===== src/rtl/board_pkg.sv =====
// board_pkg: shared board-level FSM state type and default timing constants
package board_pkg;

    typedef enum logic [1:0] {
        IDLE,
        PRESSED,
        REPEAT,
        WAIT_RELEASE
    } step_state_t;

    localparam int STEP_SYNC_STAGES   = 2;
    localparam int STEP_HOLD_CYCLES   = 5000;
    localparam int STEP_REPEAT_CYCLES = 1000;

    function automatic int step_cnt_width(input int hold, input int rep);
        return $clog2((hold > rep ? hold : rep) + 1);
    endfunction

endpackage


===== src/rtl/sync_chain.sv =====
// sync_chain: STAGES-deep flop synchronizer for one asynchronous bit
module sync_chain #(
    parameter int STAGES = 2
) (
    input  logic clk,
    input  logic rst_n,
    input  logic d_i,
    output logic q_o
);

    logic [STAGES-1:0] sync_q;

    // shift the asynchronous level in, one flop per stage
    always_ff @(posedge clk or negedge rst_n) begin
        if (!rst_n) sync_q <= '0;
        else        sync_q <= {sync_q[STAGES-2:0], d_i};
    end

    assign q_o = sync_q[STAGES-1];

endmodule


===== src/rtl/step_pulse_gen.sv =====
// step_pulse_gen: single-step strobe from a button; define STEP_AUTOREPEAT_EN for hold-to-repeat
module step_pulse_gen
    import board_pkg::*;
#(
    parameter int SYNC_STAGES   = STEP_SYNC_STAGES,
    parameter int HOLD_CYCLES   = STEP_HOLD_CYCLES,
    parameter int REPEAT_CYCLES = STEP_REPEAT_CYCLES
) (
    input  logic       clk,
    input  logic       rst_n,
    input  logic       debounced_button,
    input  logic       enable,
    output logic       step_pulse,
    output logic       held,
    output logic [7:0] press_count
);

    if (SYNC_STAGES < 2 || SYNC_STAGES > 4) begin : g_bad_sync
        $error("step_pulse_gen: SYNC_STAGES must be 2..4");
    end
    if (HOLD_CYCLES < 2 || REPEAT_CYCLES < 2) begin : g_bad_timing
        $error("step_pulse_gen: HOLD_CYCLES and REPEAT_CYCLES must be >= 2");
    end

    logic        btn_s;
    step_state_t state_q, state_d;
    logic        fire_q, fire_d;
    logic        step_pulse_q, step_pulse_d;
    logic [7:0]  press_count_q, press_count_d;

`ifdef STEP_AUTOREPEAT_EN
    localparam int CNT_W = step_cnt_width(HOLD_CYCLES, REPEAT_CYCLES);
    localparam logic [CNT_W-1:0] HOLD_LAST   = CNT_W'(HOLD_CYCLES - 1);
    localparam logic [CNT_W-1:0] REPEAT_LAST = CNT_W'(REPEAT_CYCLES - 1);
    logic [CNT_W-1:0] cnt_q, cnt_d;
`endif

    sync_chain #(.STAGES(SYNC_STAGES)) u_sync (
        .clk   (clk),
        .rst_n (rst_n),
        .d_i   (debounced_button),
        .q_o   (btn_s)
    );

    // next state; fire_d marks a transition that earns a strobe one cycle later
    always_comb begin
        state_d = state_q;
        fire_d  = 1'b0;
`ifdef STEP_AUTOREPEAT_EN
        cnt_d   = '0;
`endif
        if (!enable) begin
            state_d = btn_s ? WAIT_RELEASE : IDLE;
        end else begin
            case (state_q)
                IDLE: begin
                    state_d = btn_s ? PRESSED : IDLE;
                    fire_d  = btn_s;
                end
`ifdef STEP_AUTOREPEAT_EN
                PRESSED: begin
                    state_d = !btn_s ? IDLE : (cnt_q == HOLD_LAST) ? REPEAT : PRESSED;
                    fire_d  = btn_s && cnt_q == HOLD_LAST;
                    cnt_d   = (btn_s && cnt_q != HOLD_LAST) ? cnt_q + CNT_W'(1) : '0;
                end
                REPEAT: begin
                    state_d = btn_s ? REPEAT : IDLE;
                    fire_d  = btn_s && cnt_q == REPEAT_LAST;
                    cnt_d   = (btn_s && cnt_q != REPEAT_LAST) ? cnt_q + CNT_W'(1) : '0;
                end
`else
                PRESSED: state_d = btn_s ? PRESSED : IDLE;
`endif
                WAIT_RELEASE: state_d = btn_s ? WAIT_RELEASE : IDLE;
                default:      state_d = IDLE;
            endcase
        end
    end

    assign step_pulse_d  = fire_q && enable && (state_q == PRESSED || state_q == REPEAT);
    assign press_count_d = press_count_q + 8'(step_pulse_d);

    // state, strobe and counters; reset clears everything immediately
    always_ff @(posedge clk or negedge rst_n) begin
        if (!rst_n) begin
            state_q       <= IDLE;
            fire_q        <= 1'b0;
            step_pulse_q  <= 1'b0;
            press_count_q <= '0;
`ifdef STEP_AUTOREPEAT_EN
            cnt_q         <= '0;
`endif
        end else begin
            state_q       <= state_d;
            fire_q        <= fire_d;
            step_pulse_q  <= step_pulse_d;
            press_count_q <= press_count_d;
`ifdef STEP_AUTOREPEAT_EN
            cnt_q         <= cnt_d;
`endif
        end
    end

    assign step_pulse  = step_pulse_q;
    assign held        = state_q == PRESSED || state_q == REPEAT;
    assign press_count = press_count_q;

endmodule


===== config.mk =====
export PLATFORM = sky130hd
export DESIGN_NAME = step_pulse_gen
export DESIGN_NICKNAME = d
export VERILOG_FILES = /design/src/rtl/board_pkg.sv /design/src/rtl/sync_chain.sv /design/src/rtl/step_pulse_gen.sv
export SDC_FILE = /design/constraint.sdc
export NUM_CORES = 1
export LEC_CHECK = 0
export CAP_MARGIN = 10
export CELL_PAD_IN_SITES_DETAIL_PLACEMENT = 2
export CELL_PAD_IN_SITES_GLOBAL_PLACEMENT = 2
export CORE_UTILIZATION = 35
export CTS_BUF_LIST = sky130_fd_sc_hd__clkbuf_8
export CTS_CLUSTER_SIZE = 8
export DETAILED_ROUTE_END_ITERATION = 7
export PLACE_DENSITY = 0.94
export SETUP_SLACK_MARGIN = 0.15
export SLEW_MARGIN = 15
export SYNTH_ARGS = -nofsm -noshare
export SYNTH_HDL_FRONTEND = slang
export SYNTH_SLANG_ARGS = --single-unit

===== constraint.sdc =====
create_clock -name clk -period 3.3 [get_ports clk]
set_input_delay 0.66 -clock clk [delete_from_list [all_inputs] [get_ports clk]]
set_output_delay 0.66 -clock clk [all_outputs]
set_load 0.05 [all_outputs]

==> summary.md <==
| Metric | Value |
|---|---|
| Clock Root Buffer | sky130_fd_sc_hd__clkbuf_8 |
| Detailed-route via count | 378 |
| Post_cts resized | 0 |
| Area added between synthesis and finish | 35.9% |
| Total of endpoints with negative setup slack in the final report | 0 |
| Buffer count from post-CTS setup fixing | 0 |
| Data required time at the worst endpoint | 2.64 ns |
| Horizontal die dimension | 42.4 µm |
| Clock Latency Late Sink | 0.25 ns |
| Count of placed standard cells in the final layout, fillers left out | 77 |
| Final routed DRC violation total | 0 |
| Share of layout cells above drive strength 1 | 9.84% |
| Status | finished clean |
| Final hold violation count | 0 |
| Number of antenna violations at the first check in global routing | 0 |
| Layout Nets | 72 |
| DR WL/cell | 17.1 µm |
| Num ports | 14 |
| Final sum of negative setup slack | 0 ns |
| Synthesized area per cell | 13.0 µm² |
| Sequential area share after synthesis | 61.3% |
| Die area | 1800 µm² |
| Number of global-route vias before repair | 459 |
| Pin count of the biggest net entering global routing | 15 |
| Number of maximum-capacitance violations | 0 |
| Clock Sink Count | 14 |
| Final HPWL from detailed placement | 921 µm |
| Detailed Route WL | 1320 µm |
| Worst-case headroom to the max-slew limit | 58.4% |
| Slowest cell delay on critical path | 0.82 ns |
| Die Height | 42.4 µm |
| Cts-stage hold buffer count | 0 |
| Post-place instance area | 722 µm² |
| Clock Tree Buf Depth | 2 |
| Total Routing Usage GR | 18.4% |
| RSZ-0062 raised after global routing | false |
| Synth warn | 0 |
| Non-Filler Cell Area, Final | 777 µm² |
| Critical path fanouts, max | 3 |
| Initial Util | 37.5% |
| Cell variety after synth | 15 |
| Synth Register Bits | 14 |
| First-pass GRT wire length | 2340 µm |
| Total number of H-tree levels | 1 |
| Cell-by-cell listing of the critical path | inv_1, ha_1, clkdlybuf4s50_1 |
| Leftover overflow at the end of global routing | 0 |
| Post-detailed-route count of antenna-violating nets | 0 |
| Data arrival at the endpoint of the critical path | 1.85 ns |
| Critical Path Start Type | flip-flop |
| TritonCTS clock tree | built |
| Maximum clock frequency | 398 MHz |
| Std-Cell Rows | 14 |
| Reported leakage power | 0.383 nW |
| Worst Hold Class | flip-flop to flip-flop |
| Clock slew at reported path FFs | 0.06 ns |
| Min Tclk post-route | 2.51 ns |
| Worst ir drop on vdd | 0.000452 V |
| Transition time at the pin with the least slew margin | 0.622 ns |
| RD Place Congestion | 0.725 |
| Initial DRC Count | 0 |
| Final number of max-transition violations | 0 |
| TritonCTS buffer count | 3 |
| Worst Hold Margin | 0.353 ns |
| Critical path capture point type | output pin |
| Post-placement cell count | 73 |
| Final Skew | 0.00134 ns |
| PortBufs | 13 |
| DRT Pass-1 Iters | 1 |
| Post-Synthesis Cells | 44 |
| Power, Total | 0.498 mW |
| Via count normalized by instance count | 4.91 |
| Worst setup path category | flip-flop to output pin |
| Crit share post-route | 76.1% |
| Post-synthesis instance area | 572 µm² |
| Power Dens Cells | 641 nW/µm² |
| Net count after synthesis | 54 |
| ANT cells | 0 |
| Core footprint | 1520 µm² |
| Slowest cell on the critical path | sky130_fd_sc_hd__clkdlybuf4s50_1 |
[per-layer routing]
layer  share of wire [%]  track usage, %  vias to the layer above
met3                 4.9            5.17                        2
met4                 1.6            7.50                        0
li1                    -               -                      176
met1                  47            24.4                      190
met5                   0               0                        -
met2                  47            28.3                       10
[layout make-up]
class,count,area [µm²]
Fill cell,151,747
Sequential cell,14,350
Multi-Input combinational cell,27,210
Timing Repair Buffer,13,130
Clock buffer,4,55.1
Tap cell,16,20.0
Inverter,3,11.3
[cells in the mapped netlist]
library cell                n  area, µm²
sky130_fd_sc_hd__inv_1      3       11.3
sky130_fd_sc_hd__xnor2_1    2       17.5
sky130_fd_sc_hd__nor2_1     2       7.51
sky130_fd_sc_hd__nor3_2     1       10.0
sky130_fd_sc_hd__and3_1     2       12.5
sky130_fd_sc_hd__and2_1     1       6.26
sky130_fd_sc_hd__o21ai_0    1       5.00
sky130_fd_sc_hd__a21boi_0   1       7.51
sky130_fd_sc_hd__dfrtp_1   14        350
sky130_fd_sc_hd__xor2_1     4       35.0
sky130_fd_sc_hd__nand2_1    2       7.51
sky130_fd_sc_hd__nor3_1     1       5.00
sky130_fd_sc_hd__ha_1       6       75.1
sky130_fd_sc_hd__nand2_2    1       6.26
sky130_fd_sc_hd__nand3_1    3       15.0
[layout by cell type (no fill, tap or decap), drive strengths merged]
| cell | count |
|---|---|
| a21boi | 1 |
| and2 | 1 |
| and3 | 2 |
| clkbuf | 4 |
| clkdlybuf4s50 | 13 |
| dfrtp | 14 |
| ha | 6 |
| inv | 3 |
| nand2 | 3 |
| nand3 | 3 |
| nor2 | 2 |
| nor3 | 2 |
| o21ai | 1 |
| xnor2 | 2 |
| xor2 | 4 |
[registers in the layout (all words and copies together), names as in the netlist]
register	cells
state_q	2
u_sync.sync_q	2
fire_q	1
step_pulse	1
press_count	8
[logic make-up (layout without fill, tap and decap cells)]
| group | Yosys count | after routing | synth area share [%] |
|---|---|---|---|
| and+or+nand+nor | 13 | 13 | 12.3 |
| buffers and inverters | 3 | 20 | 1.97 |
| adders and majority gates | 6 | 6 | 13.1 |
| AOI/OAI and AO/OA | 2 | 2 | 2.19 |
| xor gates and xnor gates | 6 | 6 | 9.19 |
| DFF | 14 | 14 | 61.3 |
[worst paths after layout]
kind	slack, ns	to	depth (start not counted)	start
worst min-delay path	0.35	u_sync.sync_q[1]	0	u_sync.sync_q[0]
worst max register to register	1.38	press_count[6]	8	state_q[0]
max in group asynchronous	2.10	u_sync.sync_q[0]	1	rst_n
worst max-delay path	0.79	held	3	state_q[0]
worst min register to register	0.35	u_sync.sync_q[1]	0	u_sync.sync_q[0]
min in group asynchronous	0.80	state_q[1]	1	rst_n
[worst max-delay path: cells and delay by family (launching register included)]
family	cells	cell delay [ns]
fa+ha+maj	1	0.31
buf+inv	2	0.90
flops	1	0.39
[stage by stage]
| step | setup WS (ns) | util [%] |
|---|---|---|
| after CTS | 0.779 | 51.0 |
| after detailed placement | 0.998 | 47.4 |
| after floorplan | 1.28 | - |
| final | 0.788 | 51.0 |
| after global routing | 0.737 | 51.0 |
| after global placement | 1.08 | 47.4 |
[power by group]
| group | switching, mW | internal [mW] | total [mW] |
|---|---|---|---|
| Sequential | 0.0190 | 0.190 | 0.209 |
| Combinational | 0.0791 | 0.0383 | 0.117 |
| Clock | 0.0658 | 0.106 | 0.172 |
(Power assumes the default switching activity.)
